### config.mk
export PLATFORM = sky130hd
export DESIGN_NAME = sq_16bit
export DESIGN_NICKNAME = d
export VERILOG_FILES = /design/src/rtl/sq_16bit.sv
export SDC_FILE = /design/constraint.sdc
export NUM_CORES = 1
export LEC_CHECK = 0
export BUFFER_PORTS_ARGS = -buffer_cell sky130_fd_sc_hd__buf_2
export CAP_MARGIN = 10
export CORE_MARGIN = 3
export CORE_UTILIZATION = 65
export CTS_CLUSTER_SIZE = 10
export DETAILED_ROUTE_END_ITERATION = 7
export GPL_TIMING_DRIVEN = 1
export HOLD_SLACK_MARGIN = 0.08
export PLACE_DENSITY = 0.89
export SYNTH_ARGS = -nofsm -noshare
export SYNTH_HDL_FRONTEND = slang
export SYNTH_SLANG_ARGS = --single-unit
### constraint.sdc
create_clock -name CLK -period 4.45 [get_ports CLK]
set_input_delay 0.89 -clock CLK [delete_from_list [all_inputs] [get_ports CLK]]
set_output_delay 0.89 -clock CLK [all_outputs]
set_load 0.03 [all_outputs]
### src/rtl/sq_16bit.sv
// Sequential 16-bit unsigned squarer: O = A * A by shift-and-add, one multiplier bit per clock.
// Used to square a computed root so it can be checked against the original radicand.
module sq_16bit (
  input  logic        CLK,
  input  logic        RST,
  input  logic        START,
  input  logic [15:0] A,
  output logic [31:0] O,
  output logic        BUSY,
  output logic        DONE
);

  // state | meaning
  // IDLE  | waiting for START; O holds last result
  // CALC  | 16 shift-and-add iterations in progress
  typedef enum logic {IDLE = 1'b0, CALC = 1'b1} state_t;

  state_t      state_q, state_d;
  logic [31:0] m_q, m_d;
  logic [15:0] q_q, q_d;
  logic [31:0] p_q, p_d;
  logic [3:0]  cnt_q, cnt_d;
  logic [31:0] o_q, o_d;
  logic        done_q, done_d;
  logic [31:0] p_next;

  always_ff @(posedge CLK) begin
    if (RST) begin
      state_q <= IDLE;
      m_q     <= '0;
      q_q     <= '0;
      p_q     <= '0;
      cnt_q   <= '0;
      o_q     <= '0;
      done_q  <= 1'b0;
    end else begin
      state_q <= state_d;
      m_q     <= m_d;
      q_q     <= q_d;
      p_q     <= p_d;
      cnt_q   <= cnt_d;
      o_q     <= o_d;
      done_q  <= done_d;
    end
  end

  always_comb begin
    state_d = state_q;
    case (state_q)
      IDLE:    if (START) state_d = CALC;
      CALC:    if (cnt_q == 4'd15) state_d = IDLE;
      default: state_d = IDLE;
    endcase
  end

  // Result never exceeds 0xFFFE0001, so the 32-bit add needs no carry-out.
  assign p_next = p_q + (q_q[0] ? m_q : 32'd0);

  always_comb begin
    m_d    = m_q;
    q_d    = q_q;
    p_d    = p_q;
    cnt_d  = cnt_q;
    o_d    = o_q;
    done_d = 1'b0;
    case (state_q)
      IDLE: begin
        if (START) begin
          m_d   = {16'd0, A};
          q_d   = A;
          p_d   = '0;
          cnt_d = '0;
        end
      end
      CALC: begin
        p_d   = p_next;
        m_d   = m_q << 1;
        q_d   = q_q >> 1;
        cnt_d = cnt_q + 4'd1;
        if (cnt_q == 4'd15) begin
          o_d    = p_next;
          done_d = 1'b1;
        end
      end
      default: ;
    endcase
  end

  always_comb begin
    BUSY = (state_q == CALC);
    DONE = done_q;
    O    = o_q;
  end

endmodule

# Word level (Yosys, flattened, before mapping)

Cells that the tools add are included.

Mux-type cells: 13
Eq/ne operators: 2
Bitwise gates (word level): 1
Reductions and logical operators: 2
$add $sub $neg: 2

Operators by type and width:

| kind                                         | number |
|---|---|
| one-hot mux 32 bit (2 select lines)          | 2 |
| two-way mux 32 bit                           | 3 |
| adder 32 bit                                 | 1 |
| one-hot mux 16 bit (2 select lines)          | 1 |
| two-way mux 16 bit                           | 1 |
| one-hot mux 4 bit (2 select lines)           | 1 |
| adder 4 x 1 -> 4 bit, second input constant  | 1 |
| == test 4 bit, second input constant         | 1 |
| two-way mux 4 bit                            | 1 |
| two-way mux 1 bit                            | 3 |
| inequality test 2 bit, second input constant | 1 |
| one-hot mux 1 bit (2 select lines)           | 1 |
| AND reduction 2 bit                          | 1 |
| OR reduction 2 bit                           | 1 |
| NOT 1 bit                                    | 1 |

Input port bits: 19
Register bits: 118
Output and inout port bits: 34
Logic and storage cells: 27

# Longest topological paths before layout

Word-level depth: 3
Gate-level depth with buffers: 12
Gate-level depth less buffers: 11

# Worst setup path before layout

OpenSTA, ideal clock, no wires.

Path type: register -> register
Start point: register q_q[0]
End point: register p_q[22]
Cell stages (with the launch flop): 13
Setup time: 117 ps
Setup slack: 1,675 ps
Path buffers: 1
Arrival: 2,658 ps
Clock period less this slack: 2,775 ps
Data required time: 4,333 ps
Cell sequence: dfxtp_1 > clkbuf_1 > and2_1 > ha_1 > fa_1 > a21o_1 > nand4_1 > a21o_2 > a31oi_4 > o21ai_4 > a21boi_0 > or3_1 > a32o_1

Cells in the longest elaborated chain, start to end: 3

Ends and longest elaborated chain:

| what                                | line | RTL |
|---|---|---|
| start, declared                     | 20   | `logic [15:0] q_q, q_d;` |
| start signal, assigned              | 39   | `q_q <= q_d;` |
| two-way mux 32 bit                  | 57   | `assign p_next = p_q + (q_q[0] ? m_q : 32'd0);` |
| adder 32 bit                        | 57   |  |
| one-hot mux 32 bit (2 select lines) | 66   | `case (state_q)` |
| end signal, assigned                | 40   | `p_q <= p_d;` |
| end, declared                       | 21   | `logic [31:0] p_q, p_d;` |

Every way passes these cells.
A chain may end at the register's enable or synchronous reset.

# Worst setup path after layout

Same ends and word-level chain as after synthesis.

==> flow_summary.ini <==
[status]
status = completed

[synth]
syn_avg_cell_area_um2 = 8.051
syn_nets = 848
synth_edf_count = 0
syn_area_um2 = 6409
ys_seq_elements = 118
yosysSeqAreaShare = 0.3686
async_flop_share = 0
post_synth_inst_count = 796
yosys_warnings = 0
synth_flop_cell = dfxtp_1
synth.distinct_cells = 59

[setup_path]
path_delay_family = compound AO/OA/AOI/OAI gates
cp_num_buf_inv = 1
critical_path_arrival_ns = 3.74
crit_type = reg2reg
cp_slowest_cell = fa_1
critical_path.max_fanout = 22
crit_chain = buf_4 -> and2_1 -> ha_1 -> fa_1 -> a21o_1 -> nand4_1 -> a21o_2 -> a31oi_4 -> o21ai_4 -> a21boi_0 -> or3_1 -> a32o_1
cp-end-kind = register
crit_required_ns = 4.86
max_stage_delay_ns = 0.43
start_kind = register

[timing]
skew_ns = 0.009647
fin_tns_setup_ns = 0
rsz0062_at_grt = false
fmax_mhz = 300.5
setup_viol = 0
min_period_ns = 3.328
hold_violations = 0
slew_viol_final = 0
tightest_slew_ns = 0.8097
setup_ws_ns = 1.122
fin_crit_sh = 0.7479
slew_headroom = 0.4602

[route]
drc_errors = 0
wirelength_mm = 16.67
wire_per_inst_um = 17.25
routed_via_density = 6.219
vias = 6008
final_antenna_net_count = 0
drtPass1Iterations = 5
first_iter_violations = 454

[flow_run]
max_cap_viol_count = 0

[cts]
cts.repair.resized = 0
cts_max_path_buffers = 2
hold_buffers = 0
clkSinkCount = 118
cts.clk_slew.worst_paths_ns = 0.06
cts_tree = yes
post_cts_buffers = 0
cts_buffers = 17
clock-root-buffer = clkbuf_8
htree_levels = 4
insertion_delay_ns = 0.53

[floorplan]
rows = 35
die_x_um = 105.3
floorplan.die_area_um2 = 11090
initial_core_util = 0.6807
core_area_um2 = 9415
io_pins = 53
die_h_um = 105.3

[global_route]
antenna_found_initial = 0
grt_pass1_vias = 6055
grt_use_met1 = 0.3543
top_usage_layer = met2
grt_max_degree = 91
grt_use_met3 = 0.06859
grt_overflow = 0
track_usage = 0.3116
use_met2 = 0.5519
grt_first_pass_wirelength_mm = 28.24

[cells_and_area]
fillCellCount = 651
layout.nets = 876
mostFrequentLayoutCells = 120 x nor2_1, 117 x dfxtp_1, 112 x a21oi_1
antennaDiodeCount = 0
syn2layout_area_growth_pct = 14.37
final_layout_size_suffix_gt1_frac = 0.1302
layout_commonest_cell = nor2_1

[min_path]
min_path_type = reg2reg

[placed_design]
dpl_worst_slack_ns = 1.267
dp_hpwl_mm = 10.83
place.gp.congestion = 0.9472
port_buffers = 52

[power_and_ir_drop]
p_per_area_nw_per_um2 = 364.8
p_leak_nw = 3.151
ir_drop_uv = 275.4
## cells in the mapped netlist, types with 8 or more instances
cell,count,area (µm²)
nor2_1,120,450.4
and2_1,32,200.2
dfxtp_1,118,2362
nand3_1,9,45.04
ha_1,32,400.4
nand2_1,66,247.7
a21oi_1,112,560.5
nor3b_1,41,307.8
xor2_1,10,87.58
inv_1,8,30.03
a21o_1,10,75.07
clkbuf_1,43,161.4
xnor2_1,16,140.1
nor3_1,16,80.08
mux2i_1,33,330.3
o21ai_0,28,140.1
## logic make-up (layout without fill, tap and decap cells)
| group | count (synthesis) | after routing | share of synthesized area |
|---|---|---|---|
| DFF | 118 | 118 | 0.3686 |
| buffers and inverters | 60 | 101 | 0.03592 |
| muxes | 34 | 34 | 0.05330 |
| xor gates and xnor gates | 26 | 26 | 0.03553 |
| adders and majority gates | 33 | 33 | 0.06560 |
| and+or+nand+nor | 321 | 321 | 0.2483 |
| AOI/OAI and AO/OA | 204 | 204 | 0.1927 |
## registers in the layout, summed over array words and instances (netlist names)
name	flops
p_q	32
DONE	1
cnt_q	4
BUSY	1
q_q	16
m_q	32
O	32
## cell type report
type / instances / area, µm² / share of cell area
timing repair buffer: 61 / 330.3 / 0.04507
multi-input combinational: 618 / 3816 / 0.5207
tap: 129 / 161.4 / 0.02202
inverter: 8 / 30.03 / 0.004097
clock inverter: 10 / 141.4 / 0.01929
clock buffer: 22 / 484.2 / 0.06606
sequential: 118 / 2366 / 0.3228
## worst min-delay path, cell delays in order (launching register included)
cell	delay, ns
dfxtp_1	0.30
nand2_1	0.05
a21oi_1	0.05
## layer usage
| metal | vias to the layer above | wire length, µm |
|---|---|---|
| li1 | 2859 | - |
| met4 | 0 | 561 |
| met2 | 256 | 8545 |
| met5 | - | 0 |
| met1 | 2837 | 6385 |
| met3 | 56 | 1174 |
## worst paths after layout
path | slack (ns) | cells after the start | start | end
setup / recovery | 1.12 | 12 | q_q[0] | p_q[22]
hold / removal | 0.45 | 2 | O[25] | O[25]
setup reg to reg | 1.12 | 12 | q_q[0] | p_q[22]
hold reg to reg | 0.45 | 2 | O[25] | O[25]
## where the power goes
part	switching, mW	leakage (nW)	internal (mW)
clock network	0.500	0.303	0.933
registers	0.0242	0.956	1.08
logic	0.0910	1.89	0.0481
total	0.615	3.15	2.06
## per-stage QoR
| stage | util | instances | total power [mW] | cell area (µm²) | hold WS [ns] |
|---|---|---|---|---|---|
| 2_1_floorplan | - | 796 | 1.221 | 6409 | 0.4297 |
| 3_3_place_gp | 0.7120 | 934 | 1.253 | 6704 | 0.4404 |
| 3_5_place_dp | 0.7120 | 934 | 1.259 | 6704 | 0.4469 |
| 4_1_cts | 0.7785 | 966 | 2.679 | 7330 | 0.4558 |
| 5_1_grt | 0.7785 | 966 | 2.749 | 7330 | 0.4810 |
| 6_report | 0.7785 | 966 | 2.673 | 7330 | 0.4506 |
No activity file was read; power rests on OpenSTA's default activity.
